==> config.mk <==
export PLATFORM = sky130hd
export DESIGN_NAME = led_fade_pwm
export DESIGN_NICKNAME = d
export VERILOG_FILES = /design/src/rtl/led_fade_pwm.sv
export SDC_FILE = /design/constraint.sdc
export NUM_CORES = 1
export LEC_CHECK = 0
export ABC_AREA = 0
export BUFFER_PORTS_ARGS = -buffer_cell sky130_fd_sc_hd__buf_2
export CAP_MARGIN = 15
export CORE_MARGIN = 2
export CORE_UTILIZATION = 61
export CTS_CLUSTER_SIZE = 16
export DETAILED_ROUTE_END_ITERATION = 12
export GPL_TIMING_DRIVEN = 0
export HOLD_SLACK_MARGIN = 0.03
export PLACE_DENSITY = 0.84
export SETUP_SLACK_MARGIN = 0.2
export SLEW_MARGIN = 15
export SYNTH_ARGS = -nofsm -noshare
export SYNTH_HDL_FRONTEND = slang
export SYNTH_SLANG_ARGS = --single-unit
==> constraint.sdc <==
create_clock -name clk -period 6.8 [get_ports clk]
set_input_delay 0 -clock clk [delete_from_list [all_inputs] [get_ports clk]]
set_output_delay 0 -clock clk [all_outputs]
set_load 0.05 [all_outputs]
==> src/rtl/led_fade_pwm.sv <==
// LED fader: PWM comparator against an upstream ramp, with a duty value that
// walks one step at a time toward a target and only changes on period edges.
module led_fade_pwm #(
  parameter bit ACTIVE_HIGH = 1'b1
) (
  input  logic       clk,
  input  logic       reset_n,
  input  logic [7:0] ramp,
  input  logic [7:0] target,
  input  logic [3:0] step_div,
  input  logic       load,
  output logic       busy,
  output logic       fade_done,
  output logic [7:0] duty,
  output logic       pwm_out
);

  typedef enum logic {
    IDLE,
    FADE
  } state_t;

  localparam logic OFF_LVL = ACTIVE_HIGH ? 1'b0 : 1'b1;

  state_t     state;
  logic [7:0] ramp_q;
  logic [7:0] duty_cur;
  logic [7:0] duty_act;
  logic [7:0] tgt_q;
  logic [3:0] div_q;
  logic [3:0] cnt;
  logic       busy_q;
  logic       done_q;
  logic       pwm_q;

  logic       period_start;
  logic       on;
  logic [7:0] duty_nxt;

  // A ramp parked at 0 yields a single period start thanks to ramp_q.
  always_comb begin
    period_start = (ramp == 8'd0) && (ramp_q != 8'd0);
    on           = (ramp < duty_act);
    duty_nxt     = (duty_cur < tgt_q) ? duty_cur + 8'd1
                                      : duty_cur - 8'd1;
  end

  // Comparator side: the applied duty only moves on a period edge.
  always_ff @(posedge clk) begin
    if (!reset_n) begin
      ramp_q   <= 8'd0;
      duty_act <= 8'd0;
      pwm_q    <= OFF_LVL;
    end else begin
      ramp_q <= ramp;
      if (period_start) begin
        duty_act <= duty_cur;
      end
      pwm_q <= ACTIVE_HIGH ? on : ~on;
    end
  end

  always_ff @(posedge clk) begin
    if (!reset_n) begin
      state    <= IDLE;
      duty_cur <= 8'd0;
      tgt_q    <= 8'd0;
      div_q    <= 4'd0;
      cnt      <= 4'd0;
      busy_q   <= 1'b0;
      done_q   <= 1'b0;
    end else begin
      done_q <= 1'b0;
      if (load) begin
        tgt_q <= target;
        div_q <= step_div;
        cnt   <= 4'd0;
        if (target != duty_cur) begin
          state  <= FADE;
          busy_q <= 1'b1;
        end else begin
          state  <= IDLE;
          busy_q <= 1'b0;
          done_q <= 1'b1;
        end
      end else begin
        unique case (state)
          IDLE: begin
            cnt <= cnt;
          end
          FADE: begin
            if (period_start) begin
              if (cnt == div_q) begin
                cnt      <= 4'd0;
                duty_cur <= duty_nxt;
                if (duty_nxt == tgt_q) begin
                  state  <= IDLE;
                  busy_q <= 1'b0;
                  done_q <= 1'b1;
                end
              end else begin
                cnt <= cnt + 4'd1;
              end
            end
          end
        endcase
      end
    end
  end

  assign busy      = busy_q;
  assign fade_done = done_q;
  assign duty      = duty_act;
  assign pwm_out   = pwm_q;

endmodule

==> flow_metrics.py, run 1 <==
metrics = {
    "detailed_routing": {
        "wl_per_cell_um": 15.1,
        "detail-route-antenna-nets": 0,
        "drc": 0,
        "drt_iter0_drc": 69,
        "drtPass1Iterations": 4,
        "routed_wirelength_mm": 5.85,
        "vias": 2114,
        "viasPerCell": 5.45,
    },
    "clocking": {
        "cts_buffers": 5,
        "cts_setup_buffers": 0,
        "ctsHtreeMaxLevel": 2,
        "cts_hold_buffers": 28,
        "cts_resized": 0,
        "clockBufferDepth": 2,
        "cts.reportedPaths.clkPinSlew_ns": 0.08,
        "cts_tree": "built",
        "clkLatencyLatePin_ns": 0.31,
        "cts.sink_count": 44,
        "cts_root_buf": "clkbuf_8",
    },
    "critical_path": {
        "critical_path_class": "flop to flop",
        "r2r_end": "busy",
        "regToRegStartpoint": "duty_cur[6]",
        "crit_path_start": "duty_cur[6]",
        "cp-end-kind": "flop",
        "crit_fanout": 9,
        "worstRegToRegCells": 14,
        "crit_path_start_kind": "flop",
        "crit_end": "busy",
        "worstPathRequired_ns": 6.98,
        "regToRegSetupSlack_ns": 2.82,
        "crit_arrival_ns": 4.16,
    },
    "power": {
        "ir_drop_mv": 0.154,
        "power_density_nw_per_um2": 186,
        "p_leak_uw": 0.00142,
        "power.total_uw": 577,
    },
    "grt": {
        "grt_pass1_vias": 2107,
        "grt_max_degree": 16,
        "grt_util_all_layers": 0.281,
        "overflow": 0,
        "grt_pass1_wl_mm": 9.32,
        "antenna_found_initial": 0,
    },
    "synth": {
        "netlist_instances": 270,
        "synth_cell_types": 40,
        "synthArstFlopShare": 0,
        "synth-seq-area-share": 0.356,
        "syn_area_per_cell_um2": 9.18,
        "synth-edff-count": 0,
        "ys_ff_latch": 44,
        "yosys_most_used_dff": "dfxtp_1",
        "yosysWarnings": 0,
        "synthTopCellsByArea": "dfxtp_1 36%, ha_1 12%, mux2i_1 8.5%",
        "syn_area_um2": 2480,
        "synth_top_area_share": 0.356,
        "synth_nets": 317,
        "yosys.area.top_type": "dfxtp_1",
    },
    "timing": {
        "setup_viol": 0,
        "fin_crit_sh": 0.586,
        "rsz0062_at_grt": "false",
        "fmax_ghz": 0.251,
        "period_minus_slack_ns": 3.98,
        "hold_viol": 0,
        "finalClockSkew_ns": 0.0104,
        "tightestPinTransition_ns": 0.827,
        "relSlewSlack": 0.448,
        "finalWorstSetupSlack_ns": 2.82,
        "slew_violations": 0,
        "setup_tns_ns": 0,
    },
    "cells_and_area": {
        "n_antenna_cell": 0,
        "nNetsFinal": 384,
        "design_area_um2": 3100,
        "utilization": 0.785,
        "fillCellCount": 265,
        "area_delta_synth_final_pct": 24.9,
        "drive_gt1_frac": 0.130,
    },
    "place": {
        "dpl_cell_area_um2": 2700,
        "pre_cts_ws_ns": 2.94,
        "place_hpwl_mm": 3.96,
        "gp_congestion": 0.863,
        "io_buffer_count": 32,
    },
    "worst_hold_path": {
        "hold_path.class": "input port to flop",
    },
    "floorplan": {
        "die_w_um": 67.7,
        "fp-row-count": 23,
        "start_util": 0.628,
        "die_area_um2": 4590,
        "num_io_pins": 34,
        "coreArea_um2": 3940,
        "die_h_um": 67.7,
    },
    "outcome": {
        "status": "complete, no violations",
    },
    "run": {
        "maxCapViolations": 0,
    },
}
[placed cells by master, fill, tap and decap left out, types with 2 or more instances in the layout]
cell type,Yosys,routed
buf_2,1,33
or2_2,2,2
ha_1,23,23
nor4b_1,3,3
buf_1,2,2
o21a_1,2,2
nand2_1,9,9
mux2i_1,21,21
and2_1,8,8
o21ai_0,7,7
a21oi_1,12,12
xor2_1,7,7
inv_1,22,22
o211ai_1,2,2
clkbuf_8,0,5
clkbuf_1,5,5
or3_1,2,2
or4_1,4,4
nand4_1,5,5
nor4_1,2,2
nand2b_1,3,3
xnor3_1,3,3
nor2_1,39,39
nand3_1,2,2
o311ai_0,2,2
dfxtp_1,44,44
a21o_1,5,5
dlygate4sd3_1,0,28
nor2b_1,2,2
xnor2_1,19,19
[layout make-up]
| type | count | area, µm² | area share |
|---|---|---|---|
| multi-input cells | 196 | 1480 | 0.479 |
| flip-flops and latches | 44 | 881 | 0.285 |
| repair buffers | 60 | 440 | 0.142 |
| inverters | 22 | 82.6 | 0.0267 |
| clock buffers | 5 | 68.8 | 0.0222 |
| well taps | 50 | 62.6 | 0.0202 |
| clock inverters | 3 | 46.3 | 0.0150 |
| plain buffers | 8 | 31.3 | 0.0101 |
[cell families (layout without fill, tap and decap cells)]
kind of cell             Yosys count  count (layout)  share of synthesized area
AO/OA/AOI/OAI                     36              36                     0.0934
XOR/XNOR                          29              29                      0.119
adder cells (fa/ha/maj)           24              24                      0.124
buffers and inverters             30              98                     0.0460
flip-flops                        44              44                      0.356
multiplexers                      21              21                     0.0848
AND/OR/NAND/NOR                   86              86                      0.177
[worst min path at each step]
stage | start | end | slack [ns] | depth (start not counted)
3_3_place_gp | step_div[1] | div_q[1] | 0.23 | 3
6_report | load | div_q[2] | 0.16 | 3
3_5_place_dp | step_div[2] | div_q[2] | 0.24 | 3
5_1_grt | load | div_q[2] | 0.19 | 3
2_1_floorplan | ramp[0] | ramp_q[0] | 0.12 | 1
4_1_cts | load | div_q[2] | 0.17 | 3
[flip-flops by register name (all words and copies together) (netlist names)]
name       flops
state          1
tgt_q          8
cnt            4
busy           1
div_q          4
fade_done      1
duty_cur       8
duty           8
pwm_out        1
ramp_q         8
[critical path, cell delays in order (launching register included)]
cell and delay, ns:
dfxtp_1 0.47, ha_1 0.30, a21oi_1 0.15, nand2_1 0.07, a21oi_1 0.18, nand2_1 0.27, ha_1 0.37, clkbuf_1 0.29
nor3b_1 0.10, a2111oi_0 0.33, o311ai_0 0.32, xnor2_1 0.23, nand4_1 0.17, nor4b_1 0.48, o21ai_0 0.13
[synthesized netlist by cell type (2+ instances only)]
master / number
and2_1: 8
nand4_1: 5
xnor2_1: 19
nand3_1: 2
mux2i_1: 21
nor4_1: 2
ha_1: 23
clkbuf_1: 5
xnor3_1: 3
o211ai_1: 2
or4_1: 4
or3_1: 2
inv_1: 22
buf_1: 2
a21o_1: 5
o21a_1: 2
or2_2: 2
dfxtp_1: 44
nand2_1: 9
nor2_1: 39
o21ai_0: 7
xor2_1: 7
o311ai_0: 2
nor4b_1: 3
nand2b_1: 3
a21oi_1: 12
nor2b_1: 2
[routing by layer]
| layer | vias to the layer above | share of wire | GRT usage |
|---|---|---|---|
| met4 | 0 | 0.015 | 0.102 |
| li1 | 1052 | - | - |
| met1 | 1003 | 0.44 | 0.323 |
| met2 | 52 | 0.50 | 0.520 |
| met3 | 7 | 0.043 | 0.0417 |
| met5 | - | 0 | 0 |
[power breakdown]
part,switching (µW),internal [µW]
clock,96.9,111
combinational,48.7,49.8
sequential,4.87,266
[through the flow]
| stage | hold WS (ns) | instances |
|---|---|---|
| final | 0.164 | 388 |
| after global routing | 0.189 | 388 |
| after CTS | 0.166 | 388 |
| after detailed placement | 0.243 | 352 |
| after global placement | 0.234 | 352 |
| after floorplan | 0.122 | 270 |
(Power assumes the default switching activity.)
==> run 2: changes to the inputs <==
CORE_UTILIZATION = 57   (was 61)
PLACE_DENSITY = 0.79   (was 0.84)
clock period = 4 ns   (was 6.8 ns; I/O delays follow)
==> run 2 against run 1 <==
Effect of this change: clock skew is 0.0049 ns lower; combinational power is 72% higher; setup slack worse by 2.4 ns; first-iteration DRC count is 49% higher; non-clock buffer count is 4 lower; highest routed layer unchanged.
==> flow_metrics.py, run 2 (synthesized netlist as in run 1, its figures left out) <==
metrics = {
    "clocking": {
        "cts_tree": "built",
        "cts.sink_count": 44,
        "cts_buffers": 5,
        "ctsHtreeMaxLevel": 2,
        "cts.reportedPaths.clkPinSlew_ns": 0.09,
        "cts_root_buf": "clkbuf_8",
        "cts_setup_buffers": 0,
        "clkLatencyLatePin_ns": 0.30,
        "clockBufferDepth": 2,
    },
    "timing": {
        "finalWorstSetupSlack_ns": 0.424,
        "relSlewSlack": 0.487,
        "setup_viol": 0,
        "tightestPinTransition_ns": 0.769,
        "setup_tns_ns": 0,
        "hold_viol": 0,
        "finalClockSkew_ns": 0.00557,
        "fin_crit_sh": 0.894,
        "rsz0062_at_grt": "false",
        "period_minus_slack_ns": 3.58,
        "slew_violations": 0,
        "holdWs_ns": 0.182,
        "fmax_ghz": 0.280,
    },
    "detailed_routing": {
        "wl_per_cell_um": 14.8,
        "viasPerCell": 5.31,
        "vias": 2038,
        "detail-route-antenna-nets": 0,
        "drt_iter0_drc": 103,
        "drc": 0,
        "drtPass1Iterations": 6,
        "routed_wirelength_mm": 5.68,
    },
    "grt": {
        "overflow": 0,
        "grt_pass1_wl_mm": 9.65,
        "antenna_found_initial": 0,
        "grt_pass1_vias": 2056,
        "grt_max_degree": 16,
        "grt_util_all_layers": 0.251,
    },
    "place": {
        "pre_cts_ws_ns": 0.168,
        "gp_congestion": 0.861,
        "io_buffer_count": 32,
        "place_hpwl_mm": 3.91,
        "placed_cells": 352,
    },
    "floorplan": {
        "die_h_um": 69.9,
        "die_w_um": 69.9,
        "coreArea_um2": 4090,
        "start_util": 0.606,
        "num_io_pins": 34,
        "fp-row-count": 23,
        "die_area_um2": 4890,
    },
    "cells_and_area": {
        "area_delta_synth_final_pct": 24.6,
        "finalNonFillerCells": 384,
        "drive_gt1_frac": 0.150,
        "nNetsFinal": 380,
        "n_antenna_cell": 0,
        "layout_common_cells": "43 x dfxtp_1, 39 x nor2_1, 33 x buf_2",
        "final_common_cell": "dfxtp_1",
    },
    "worst_hold_path": {
        "hold-path-endpoint": "div_q[2]",
        "whs_path_depth": 3,
        "hold_path.startpoint": "load",
        "hold_path.class": "input port to flop",
    },
    "critical_path": {
        "cp_cell_sequence": "inv_1, ha_1, a21oi_1, nand2_1, a21oi_1, nand2_2, ha_1, a21oi_1, nand2_1, a2111o_1, a31oi_2, xnor3_1, nor4b_4, o211a_1",
        "critPathSlowestCell": "a2111o_1",
        "regToRegStartpoint": "tgt_q[6]",
        "crit_arrival_ns": 3.78,
        "regToRegSetupSlack_ns": 0.42,
        "crit_path_start_kind": "flop",
        "worstPathRequired_ns": 4.20,
        "cp-end-kind": "flop",
        "r2r_end": "fade_done",
        "crit_top_cell": "a21oi_1",
        "worstRegToRegCells": 14,
        "cp_slowest_stage_delay_ns": 0.48,
        "crit_fanout": 9,
        "critical_path_class": "flop to flop",
    },
    "power": {
        "ir_drop_mv": 0.213,
        "p_leak_uw": 0.00142,
        "power_density_nw_per_um2": 318,
    },
    "run": {
        "maxCapViolations": 0,
    },
    "outcome": {
        "status": "complete, no violations",
    },
}
==> run 2: cell types whose count changed in the layout (fill, tap and decap cells not counted), sizes merged <==
cell / previous run / this run
dlygate4sd3: 28 / 24
==> run 2: worst max-delay path: cells and delay by family (launching register included) <==
kind	cells	cell delay (ns)
simple gates	4	0.53
compound gates	6	1.50
buf+inv	1	0.05
flops	1	0.36
xor+xnor	1	0.37
fa+ha+maj	2	0.68
==> run 2: worst max-delay path by stage <==
| stage | start | endpoint | slack, ns | cells after the start |
|---|---|---|---|---|
| finish | tgt_q[6] | fade_done | 0.42 | 14 |
| global route | tgt_q[6] | state | 0.16 | 15 |
| CTS | duty_cur[6] | busy | 0.23 | 14 |
| detailed placement | duty_cur[6] | busy | 0.17 | 14 |
| global placement | duty_cur[6] | busy | 0.19 | 14 |
| floorplan | tgt_q[1] | fade_done | 0.71 | 14 |
==> run 2: layout make-up <==
type                       count  area, µm²
multi-input combinational    196       1510
fill                         294        998
sequential                    44        882
timing repair buffer          56        400
inverter                      22       82.6
clock buffer                   5       68.8
tap                           50       62.6
clock inverter                 3       46.3
buffer                         8       32.5
==> run 2: repair_timing <==
item,4_1_cts,5_1_grt
setup endpoints to repair,2,3
resized for setup,1,9
hold endpoints to repair,21,0
pin swaps,0,1
hold buffers,24,0
==> run 2: where the power goes <==
group | internal (µW) | switching, µW
logic | 84.9 | 84.3
registers | 452 | 7.68
clock network | 188 | 165
total | 725 | 257
==> run 2: through the flow <==
stage | utilization | total power (µW) | instance area [µm²]
final | 0.756 | 982 | 3090
after global placement | 0.661 | 608 | 2700
after floorplan | - | 572 | 2480
after global routing | 0.756 | 1030 | 3090
after detailed placement | 0.661 | 612 | 2700
after CTS | 0.749 | 973 | 3060
==> run 2: metal layers <==
metal,up-vias,part of all wire,track usage
met1,936,0.48,0.313
met3,2,0.040,0.0548
li1,1048,-,-
met4,0,0.0046,0.0662
met2,52,0.48,0.436
met5,-,0,0
